===== config.mk =====
export PLATFORM = sky130hd
export DESIGN_NAME = mem_ctrl_flat
export DESIGN_NICKNAME = d
export VERILOG_FILES = /design/src/rtl/mem_ctrl_pkg.sv /design/src/rtl/mem_ctrl_if.sv /design/src/rtl/pix_skid_buf.sv /design/src/rtl/mem_ctrl.sv /design/src/flat_wrapper.sv
export SDC_FILE = /design/constraint.sdc
export NUM_CORES = 1
export LEC_CHECK = 0
export CELL_PAD_IN_SITES_DETAIL_PLACEMENT = 0
export CELL_PAD_IN_SITES_GLOBAL_PLACEMENT = 1
export CORE_MARGIN = 3
export CORE_UTILIZATION = 24
export CTS_BUF_LIST = sky130_fd_sc_hd__clkbuf_4
export CTS_CLUSTER_SIZE = 12
export DETAILED_ROUTE_END_ITERATION = 16
export GPL_TIMING_DRIVEN = 0
export PLACE_DENSITY = 0.48
export REMOVE_ABC_BUFFERS = 1
export SLEW_MARGIN = 20
export SYNTH_ARGS = -nofsm -noshare
export SYNTH_HDL_FRONTEND = slang
export SYNTH_HIERARCHICAL = 1
export SYNTH_SLANG_ARGS = --single-unit

===== constraint.sdc =====
create_clock -name clk -period 8.3 [get_ports clk]
set_input_delay 1.245 -clock clk [delete_from_list [all_inputs] [get_ports clk]]
set_output_delay 1.245 -clock clk [all_outputs]
set_load 0.1 [all_outputs]

===== src/rtl/mem_ctrl_pkg.sv =====
// rtl/mem_ctrl_pkg.sv - shared types and defaults for the pixel memory controller
package mem_ctrl_pkg;

  localparam int MAX_ROW_DEF = 540;
  localparam int MAX_COL_DEF = 540;
  localparam int ADDR_W_DEF  = 19;
  localparam int DATA_W_DEF  = 8;
  localparam int LEN_W       = 20;
  localparam int ROW_W       = 10;
  localparam int MODE1_LEN   = 291600;
  localparam int MODE2_LEN   = 1620;

  typedef enum logic [1:0] {
    S_IDLE  = 2'd0,
    S_RUN   = 2'd1,
    S_DRAIN = 2'd2,
    S_DONE  = 2'd3
  } state_t;

  typedef enum logic {
    MODE_1 = 1'b0,
    MODE_2 = 1'b1
  } mode_t;

endpackage


===== src/rtl/mem_ctrl_if.sv =====
// rtl/mem_ctrl_if.sv - control, BRAM read and pixel stream signals of mem_ctrl
interface mem_ctrl_if import mem_ctrl_pkg::*; #(
  parameter int ADDR_W = ADDR_W_DEF,
  parameter int DATA_W = DATA_W_DEF
) ();

  logic              is_mode1_i;
  logic              mode1_run_i;
  logic              is_mode2_i;
  logic              fetch_run_i;
  logic [LEN_W-1:0]  cnt_len_i;
  logic              mode1_done_o;
  logic              fetch_done_o;
  logic [ROW_W-1:0]  cnt_img_row_o;
  logic              bram_en_o;
  logic [ADDR_W-1:0] bram_addr_o;
  logic [DATA_W-1:0] bram_rdata_i;
  logic              pix_valid_o;
  logic [DATA_W-1:0] pix_data_o;
  logic              pix_last_o;
  logic              pix_ready_i;
  logic              busy_o;
  logic [1:0]        state_o;

  modport master (
    input  is_mode1_i, mode1_run_i, is_mode2_i, fetch_run_i, cnt_len_i,
    input  bram_rdata_i, pix_ready_i,
    output mode1_done_o, fetch_done_o, cnt_img_row_o, bram_en_o, bram_addr_o,
    output pix_valid_o, pix_data_o, pix_last_o, busy_o, state_o
  );

  modport slave (
    output is_mode1_i, mode1_run_i, is_mode2_i, fetch_run_i, cnt_len_i,
    output bram_rdata_i, pix_ready_i,
    input  mode1_done_o, fetch_done_o, cnt_img_row_o, bram_en_o, bram_addr_o,
    input  pix_valid_o, pix_data_o, pix_last_o, busy_o, state_o
  );

endinterface


===== src/rtl/pix_skid_buf.sv =====
// rtl/pix_skid_buf.sv - two-entry pixel buffer with valid/ready on both sides and flush
module pix_skid_buf import mem_ctrl_pkg::*; #(
  parameter int DATA_W = DATA_W_DEF
) (
  input  logic              clk,
  input  logic              rst,
  input  logic              flush,
  input  logic              s_tvalid,
  input  logic [DATA_W-1:0] s_tdata,
  input  logic              s_tlast,
  output logic              s_tready,
  output logic              m_tvalid,
  output logic [DATA_W-1:0] m_tdata,
  output logic              m_tlast,
  input  logic              m_tready,
  output logic [1:0]        level
);

  logic [DATA_W-1:0] data_q [2];
  logic [1:0]        last_q;
  logic              wr_ptr_q;
  logic              rd_ptr_q;
  logic [1:0]        count_q;
  logic              push;
  logic              pop;

  assign s_tready = (count_q != 2'd2);
  assign m_tvalid = (count_q != 2'd0);
  assign push     = s_tvalid & s_tready;
  assign pop      = m_tvalid & m_tready;
  assign level    = count_q;

  // Output is forced to zero when empty so stale pixels never show on the bus
  assign m_tdata  = m_tvalid ? data_q[rd_ptr_q] : '0;
  assign m_tlast  = m_tvalid & last_q[rd_ptr_q];

  always_ff @(posedge clk) begin
    if (rst) begin
      data_q[0] <= '0;
      data_q[1] <= '0;
      last_q    <= '0;
      wr_ptr_q  <= 1'b0;
      rd_ptr_q  <= 1'b0;
      count_q   <= 2'd0;
    end else if (flush) begin
      wr_ptr_q  <= 1'b0;
      rd_ptr_q  <= 1'b0;
      count_q   <= 2'd0;
    end else begin
      if (push) begin
        data_q[wr_ptr_q] <= s_tdata;
        last_q[wr_ptr_q] <= s_tlast;
        wr_ptr_q         <= ~wr_ptr_q;
      end
      if (pop) begin
        rd_ptr_q <= ~rd_ptr_q;
      end
      count_q <= count_q + {1'b0, push} - {1'b0, pop};
    end
  end

endmodule


===== src/rtl/mem_ctrl.sv =====
// rtl/mem_ctrl.sv - BRAM-to-pixel-stream controller for full-image and row-window fetches
module mem_ctrl import mem_ctrl_pkg::*; #(
  parameter int MAX_ROW = MAX_ROW_DEF,
  parameter int MAX_COL = MAX_COL_DEF,
  parameter int ADDR_W  = ADDR_W_DEF,
  parameter int DATA_W  = DATA_W_DEF
) (
  input logic       clk,
  input logic       rst,
  mem_ctrl_if.master bus
);

  localparam logic [ROW_W-1:0]  ROW_SAT  = ROW_W'(MAX_ROW - 3);
  localparam logic [ADDR_W-1:0] COL_STEP = ADDR_W'(MAX_COL);

  state_t            state_q, state_d;
  mode_t             mode_q;
  logic [LEN_W-1:0]  len_q;
  logic [LEN_W-1:0]  issue_cnt_q;
  logic [ADDR_W-1:0] base_q;
  logic [ADDR_W-1:0] base_reg_q;
  logic [ROW_W-1:0]  row_q;
  logic              first_q;
  logic              run1_q;
  logic              run2_q;
  logic              rd_pend_q;
  logic              rd_last_q;
  logic              mode1_done_q;
  logic              fetch_done_q;

  logic              start1;
  logic              start2;
  logic              start_m1;
  logic              start_m2;
  logic              active_run;
  logic              abort;
  logic              pix_pop;
  logic [2:0]        occ;
  logic              credit;
  logic              issue;
  logic              issue_last;
  logic              last_pop;
  logic [1:0]        skid_level;
  logic              skid_ready;

  assign start1     = bus.mode1_run_i & ~run1_q;
  assign start2     = bus.fetch_run_i & ~run2_q;
  assign start_m1   = (state_q == S_IDLE) && start1;
  assign start_m2   = (state_q == S_IDLE) && start2 && !start1;
  assign active_run = (mode_q == MODE_1) ? bus.mode1_run_i : bus.fetch_run_i;
  assign abort      = ((state_q == S_RUN) || (state_q == S_DRAIN)) && !active_run;

  // Slots committed after this cycle: buffered + in flight, minus the one leaving now
  assign pix_pop    = bus.pix_valid_o & bus.pix_ready_i;
  assign occ        = {1'b0, skid_level} + {2'b0, rd_pend_q} - {2'b0, pix_pop};
  assign credit     = (occ < 3'd2);
  assign issue      = (state_q == S_RUN) && !abort && (issue_cnt_q != len_q) && credit;
  assign issue_last = issue && (issue_cnt_q == len_q - LEN_W'(1));
  assign last_pop   = pix_pop & bus.pix_last_o;

  always_comb begin
    state_d = state_q;
    case (state_q)
      S_IDLE: begin
        if (start_m1 || start_m2) state_d = S_RUN;
      end
      S_RUN: begin
        if (abort)                   state_d = S_IDLE;
        else if (len_q == '0)        state_d = S_DONE;
        else if (issue_last)         state_d = S_DRAIN;
      end
      S_DRAIN: begin
        if (abort)                   state_d = S_IDLE;
        else if (last_pop)           state_d = S_DONE;
      end
      S_DONE: begin
        state_d = S_IDLE;
      end
      default: state_d = S_IDLE;
    endcase
  end

  always_ff @(posedge clk) begin
    if (rst) state_q <= S_IDLE;
    else     state_q <= state_d;
  end

  always_ff @(posedge clk) begin
    if (rst) begin
      mode_q       <= MODE_1;
      len_q        <= '0;
      issue_cnt_q  <= '0;
      base_q       <= '0;
      base_reg_q   <= '0;
      row_q        <= '0;
      first_q      <= 1'b1;
      run1_q       <= 1'b0;
      run2_q       <= 1'b0;
      rd_pend_q    <= 1'b0;
      rd_last_q    <= 1'b0;
      mode1_done_q <= 1'b0;
      fetch_done_q <= 1'b0;
    end else begin
      run1_q <= bus.mode1_run_i;
      run2_q <= bus.fetch_run_i;

      if (!bus.is_mode2_i)  first_q <= 1'b1;
      else if (start_m2)    first_q <= 1'b0;

      if (start_m1) begin
        mode_q      <= MODE_1;
        len_q       <= bus.cnt_len_i;
        issue_cnt_q <= '0;
        base_q      <= '0;
      end else if (start_m2) begin
        mode_q      <= MODE_2;
        len_q       <= bus.cnt_len_i;
        issue_cnt_q <= '0;
        // Window base advances by one row per fetch using an adder, saturating at the last window
        if (first_q) begin
          row_q      <= '0;
          base_reg_q <= '0;
          base_q     <= '0;
        end else if (row_q < ROW_SAT) begin
          row_q      <= row_q + ROW_W'(1);
          base_reg_q <= base_reg_q + COL_STEP;
          base_q     <= base_reg_q + COL_STEP;
        end else begin
          base_q     <= base_reg_q;
        end
      end else if (issue) begin
        issue_cnt_q <= issue_cnt_q + LEN_W'(1);
      end

      rd_pend_q    <= issue;
      rd_last_q    <= issue_last;
      mode1_done_q <= (state_q == S_DONE) && (mode_q == MODE_1);
      fetch_done_q <= (state_q == S_DONE) && (mode_q == MODE_2);
    end
  end

  pix_skid_buf #(.DATA_W(DATA_W)) u_skid (
    .clk      (clk),
    .rst      (rst),
    .flush    (abort),
    .s_tvalid (rd_pend_q & skid_ready),
    .s_tdata  (bus.bram_rdata_i),
    .s_tlast  (rd_last_q),
    .s_tready (skid_ready),
    .m_tvalid (bus.pix_valid_o),
    .m_tdata  (bus.pix_data_o),
    .m_tlast  (bus.pix_last_o),
    .m_tready (bus.pix_ready_i),
    .level    (skid_level)
  );

  assign bus.bram_en_o     = issue;
  assign bus.bram_addr_o   = base_q + ADDR_W'(issue_cnt_q);
  assign bus.busy_o        = (state_q == S_RUN) || (state_q == S_DRAIN);
  assign bus.state_o       = state_q;
  assign bus.cnt_img_row_o = row_q;
  assign bus.mode1_done_o  = mode1_done_q;
  assign bus.fetch_done_o  = fetch_done_q;

endmodule


===== src/flat_wrapper.sv =====
// flat-port wrapper written by rule: the top's interface ports become plain ports
module mem_ctrl_flat import mem_ctrl_pkg::*;
#(
  parameter int MAX_ROW = MAX_ROW_DEF,
  parameter int MAX_COL = MAX_COL_DEF,
  parameter int ADDR_W  = ADDR_W_DEF,
  parameter int DATA_W  = DATA_W_DEF
)
  (clk, rst, bus_is_mode1_i, bus_mode1_run_i, bus_is_mode2_i, bus_fetch_run_i, bus_cnt_len_i, bus_bram_rdata_i, bus_pix_ready_i, bus_mode1_done_o, bus_fetch_done_o, bus_cnt_img_row_o, bus_bram_en_o, bus_bram_addr_o, bus_pix_valid_o, bus_pix_data_o, bus_pix_last_o, bus_busy_o, bus_state_o);
  mem_ctrl_if #(.ADDR_W(ADDR_W), .DATA_W(DATA_W)) bus_i ();
  input logic clk;
  input logic rst;
  input wire logic [$bits(bus_i.is_mode1_i)-1:0] bus_is_mode1_i;
  input wire logic [$bits(bus_i.mode1_run_i)-1:0] bus_mode1_run_i;
  input wire logic [$bits(bus_i.is_mode2_i)-1:0] bus_is_mode2_i;
  input wire logic [$bits(bus_i.fetch_run_i)-1:0] bus_fetch_run_i;
  input wire logic [$bits(bus_i.cnt_len_i)-1:0] bus_cnt_len_i;
  input wire logic [$bits(bus_i.bram_rdata_i)-1:0] bus_bram_rdata_i;
  input wire logic [$bits(bus_i.pix_ready_i)-1:0] bus_pix_ready_i;
  output wire logic [$bits(bus_i.mode1_done_o)-1:0] bus_mode1_done_o;
  output wire logic [$bits(bus_i.fetch_done_o)-1:0] bus_fetch_done_o;
  output wire logic [$bits(bus_i.cnt_img_row_o)-1:0] bus_cnt_img_row_o;
  output wire logic [$bits(bus_i.bram_en_o)-1:0] bus_bram_en_o;
  output wire logic [$bits(bus_i.bram_addr_o)-1:0] bus_bram_addr_o;
  output wire logic [$bits(bus_i.pix_valid_o)-1:0] bus_pix_valid_o;
  output wire logic [$bits(bus_i.pix_data_o)-1:0] bus_pix_data_o;
  output wire logic [$bits(bus_i.pix_last_o)-1:0] bus_pix_last_o;
  output wire logic [$bits(bus_i.busy_o)-1:0] bus_busy_o;
  output wire logic [$bits(bus_i.state_o)-1:0] bus_state_o;
  assign bus_i.is_mode1_i = bus_is_mode1_i;
  assign bus_i.mode1_run_i = bus_mode1_run_i;
  assign bus_i.is_mode2_i = bus_is_mode2_i;
  assign bus_i.fetch_run_i = bus_fetch_run_i;
  assign bus_i.cnt_len_i = bus_cnt_len_i;
  assign bus_i.bram_rdata_i = bus_bram_rdata_i;
  assign bus_i.pix_ready_i = bus_pix_ready_i;
  assign bus_mode1_done_o = bus_i.mode1_done_o;
  assign bus_fetch_done_o = bus_i.fetch_done_o;
  assign bus_cnt_img_row_o = bus_i.cnt_img_row_o;
  assign bus_bram_en_o = bus_i.bram_en_o;
  assign bus_bram_addr_o = bus_i.bram_addr_o;
  assign bus_pix_valid_o = bus_i.pix_valid_o;
  assign bus_pix_data_o = bus_i.pix_data_o;
  assign bus_pix_last_o = bus_i.pix_last_o;
  assign bus_busy_o = bus_i.busy_o;
  assign bus_state_o = bus_i.state_o;
  mem_ctrl #(.MAX_ROW(MAX_ROW), .MAX_COL(MAX_COL), .ADDR_W(ADDR_W), .DATA_W(DATA_W)) u_core (.clk(clk), .rst(rst), .bus(bus_i));
endmodule

==> flow_summary.yaml <==
global_route:
  track_usage_pct: 12.7
  gr-usage-met1_pct: 17.4
  grt_pass1_vias: 5853
  grtUsageMet2_pct: 20.5
  antenna_found_initial: 1
  grt_overflow: 0
  use_met3_pct: 2.49
  grt_pass1_wl_um: 31500
  grt_max_degree: 62
  grt.busiest_layer: "met2"
clock_network:
  ctsHoldBuffers: 0
  postCtsSetupBuffers: 0
  cts_sinks: 121
  clockBufferDepth: 2
  cts_tree: "done"
  cts_root_buffer: "clkbuf_4"
  cts-htree-levels: 4
  cts_buffers: 17
  clkTransAtPathRegs_ns: 0.12
  cts_resized: 0
  clk-insertion-delay-late_ns: 0.54
placement:
  dp_hpwl_um: 14600
  port_buffers: 78
  place.gp.congestion: 0.746
  place_ws_ns: 2.39
floorplanning:
  initial_utilization_pct: 24.8
  die_w_um: 177
  ioPinCount: 80
  core_area_sq_um: 28300
  row_count: 61
  die_area_sq_um: 31300
  die_h_um: 177
sta:
  final_max_slew_viol_count: 0
  fin_worst_skew_ns: 0.0238
  relSlewSlack_pct: 34.9
  max_freq_mhz: 166
  worst_pin_slew_ns: 0.973
  hold_viol: 0
  min_period_over_period_pct: 72.6
  min_period_ns: 6.02
  fin_tns_setup_ns: 0
  rsz0062_at_grt: "no"
  fin_ws_ns: 2.28
  setup_viol: 0
cells_and_area:
  areaGrowthSynthToFinish_pct: 20.5
  drive_gt1_share_pct: 7.02
  finalNetCount: 980
setup_path:
  r2r_start: "u_core/u_skid/level[1]$_SDFF_PP0_"
  cp-end-kind: "output port"
  cp_max_fo: 12
  critPathLaunchType: "register"
  worstPathRequired_ns: 7.05
  critPathSlowestCell: "clkdlybuf4s50_1"
  critPathMaxStageDelay_ns: 1.24
  path_class: "register to output port"
  arrival_ns: 4.78
  path_cells: "nor2_1 > inv_1 > and2_1 > ha_1 > nand2b_1 > fa_1 > xnor2_1 > o2111a_1 > clkdlybuf4s50_1"
  r2r_end: "u_core/bus.state_o[0]$_SDFFE_PP0P_"
  critPathLaunch: "u_core/u_skid/level[1]$_SDFF_PP0_"
  reg2reg_slack_ns: 4.02
  ff2ff_path_depth: 12
power:
  p_leak_uw: 0.00321
  total_power_uw: 1810
  ir_drop_v: 0.0000764
  power_density_nw_per_um2: 213
logic_synthesis:
  synth_top_area_share_pct: 29.9
  synthXorXnorAreaFrac_pct: 10.1
  synth_cells: 847
  synth_compound_area_share_pct: 14.6
  synth_area_sq_um: 7020
  ys_async_sr_fraction_pct: 0
  synth_ff_type: "dfxtp_1"
  syn_area_per_cell_sq_um: 8.29
  synth_seq_cells: 121
  muxShareOfSynthArea_pct: 2.96
  synth_area_leaders: "dfxtp_1 30%, edfxtp_1 6.8%, xor2_1 5.6%"
  yosysSeqAreaShare_pct: 36.8
  ys_warn_count: 6
  netlist-cell-type-count: 70
  synth-edff-count: 16
  synth_top_family_by_area: "simple AND/OR/NAND/NOR gates"
  synth.largest_area_cell: "dfxtp_1"
  synth_fa_ha_area_share_pct: 5.92
  synthSimpleGateAreaFrac_pct: 25.4
flow_run:
  maxCapViolations: 0
worst_hold_path:
  worstHoldPathType: "register to register"
  min_to: "u_core/base_reg_q[0]$_SDFFE_PP0P_"
  holdCritStartpoint: "u_core/base_reg_q[0]$_SDFFE_PP0P_"
  hold_depth: 2
detailed_routing:
  drt-total-wl_um: 19500
  vias: 5934
  dr.first_iter.drc_count: 241
  drtPass1Iterations: 4
  drc_errors: 0
  vias_per_cell: 4.55
  routedWlPerCell_um: 15.0
  ant_nets: 0
run_status:
  status: "finished clean"
cells in the final DEF, fill, tap and decap left out, drive strengths merged, types with 4 or more instances in the layout:
cell type and count:
nand2b 4, xor2 45, nor4 11, clkdlybuf4s50 77, nor3 21, clkbuf 17
or2 7, nor2 102, mux2 6, o21a 7, ha 30, buf 6
clkinvlp 5, and3 13, clkinv 4, a211o 4, a21oi 61, xnor2 36
inv 42, dfxtp 105, o21ai 34, edfxtp 16, nand2 103, o41ai 4
nand3 23, a21o 9, and2 27, mux2i 14, nor2b 11, nand4 13
a22o 5, or3 10, nor3b 4, a31oi 11
how the worst max path moves through the flow:
stage / to
4_1_cts: bus_bram_en_o
5_1_grt: bus_bram_addr_o[18]
3_3_place_gp: u_core/base_q[5]$_SDFFE_PP0P_
3_5_place_dp: bus_bram_en_o
2_1_floorplan: bus_bram_addr_o[18]
6_report: bus_bram_en_o
metrics by stage:
step | cells | area (sq um) | hold slack, ns | utilization [%]
3_3_place_gp | 1267 | 8120 | 0.420 | 28.7
6_report | 1305 | 8460 | 0.438 | 29.9
4_1_cts | 1304 | 8460 | 0.440 | 29.9
3_5_place_dp | 1272 | 8190 | 0.422 | 28.9
2_1_floorplan | 811 | 6870 | 0.410 | -
5_1_grt | 1305 | 8460 | 0.470 | 29.9
report_power, final:
group / switching, uW / internal (uW)
combinational: 468 / 219
clock: 265 / 153
sequential: 60.9 / 639
total: 793 / 1010
cell families after synthesis:
kind of cell    after synthesis
xor+xnor                     81
fa+ha+maj                    32
simple gates                360
flops                       121
mux                          20
buf+inv                      73
compound gates              160
state kept, by name, summed over array words and instances, names as in the netlist, 2 cells and up, named ones only:
signal and count:
u_core/u_skid/level 2, u_core/u_skid/data_q 16, u_core/issue_cnt_q 20, u_core/bus.cnt_img_row_o 10, u_core/base_q 19, u_core/base_reg_q 19
u_core/len_q 20, u_core/bus.state_o 2, u_core/u_skid/last_q 2
layer usage:
| metal | part of all wire (%) | wire [um] |
|---|---|---|
| met2 | 46 | 8910 |
| met3 | 2.4 | 478 |
| met4 | 1.2 | 227 |
| met5 | 0 | 0 |
| met1 | 51 | 9940 |
critical path, delay by kind of cell (launching register included):
family	cells	cell delay, ns
buf+inv	2	1.37
simple gates	3	1.07
fa+ha+maj	2	0.64
compound gates	1	0.57
flops	1	0.41
xor+xnor	1	0.17
area by class of cell:
class	instances	area (sq um)
diodes	1	2.50
clock buffers	17	128
clock inverters	15	140
fillers	3038	19900
inverters	37	139
multi-input cells	653	4160
flip-flops and latches	121	2580
well taps	378	473
repair buffers	83	835
Yosys cell counts, drive strengths merged (5+ instances only):
cell type / number
dfxtp: 105
nand2: 103
nor2: 102
a21oi: 61
xor2: 45
inv: 36
xnor2: 36
o21ai: 34
ha: 30
clkbuf: 29
and2: 27
nand3: 23
nor3: 21
edfxtp: 16
mux2i: 14
and3: 13
nand4: 13
a31oi: 11
nor2b: 11
nor4: 11
or3: 10
a21o: 9
buf: 7
o21a: 7
or2: 7
mux2: 6
a22o: 5
(Power assumes the default switching activity.)
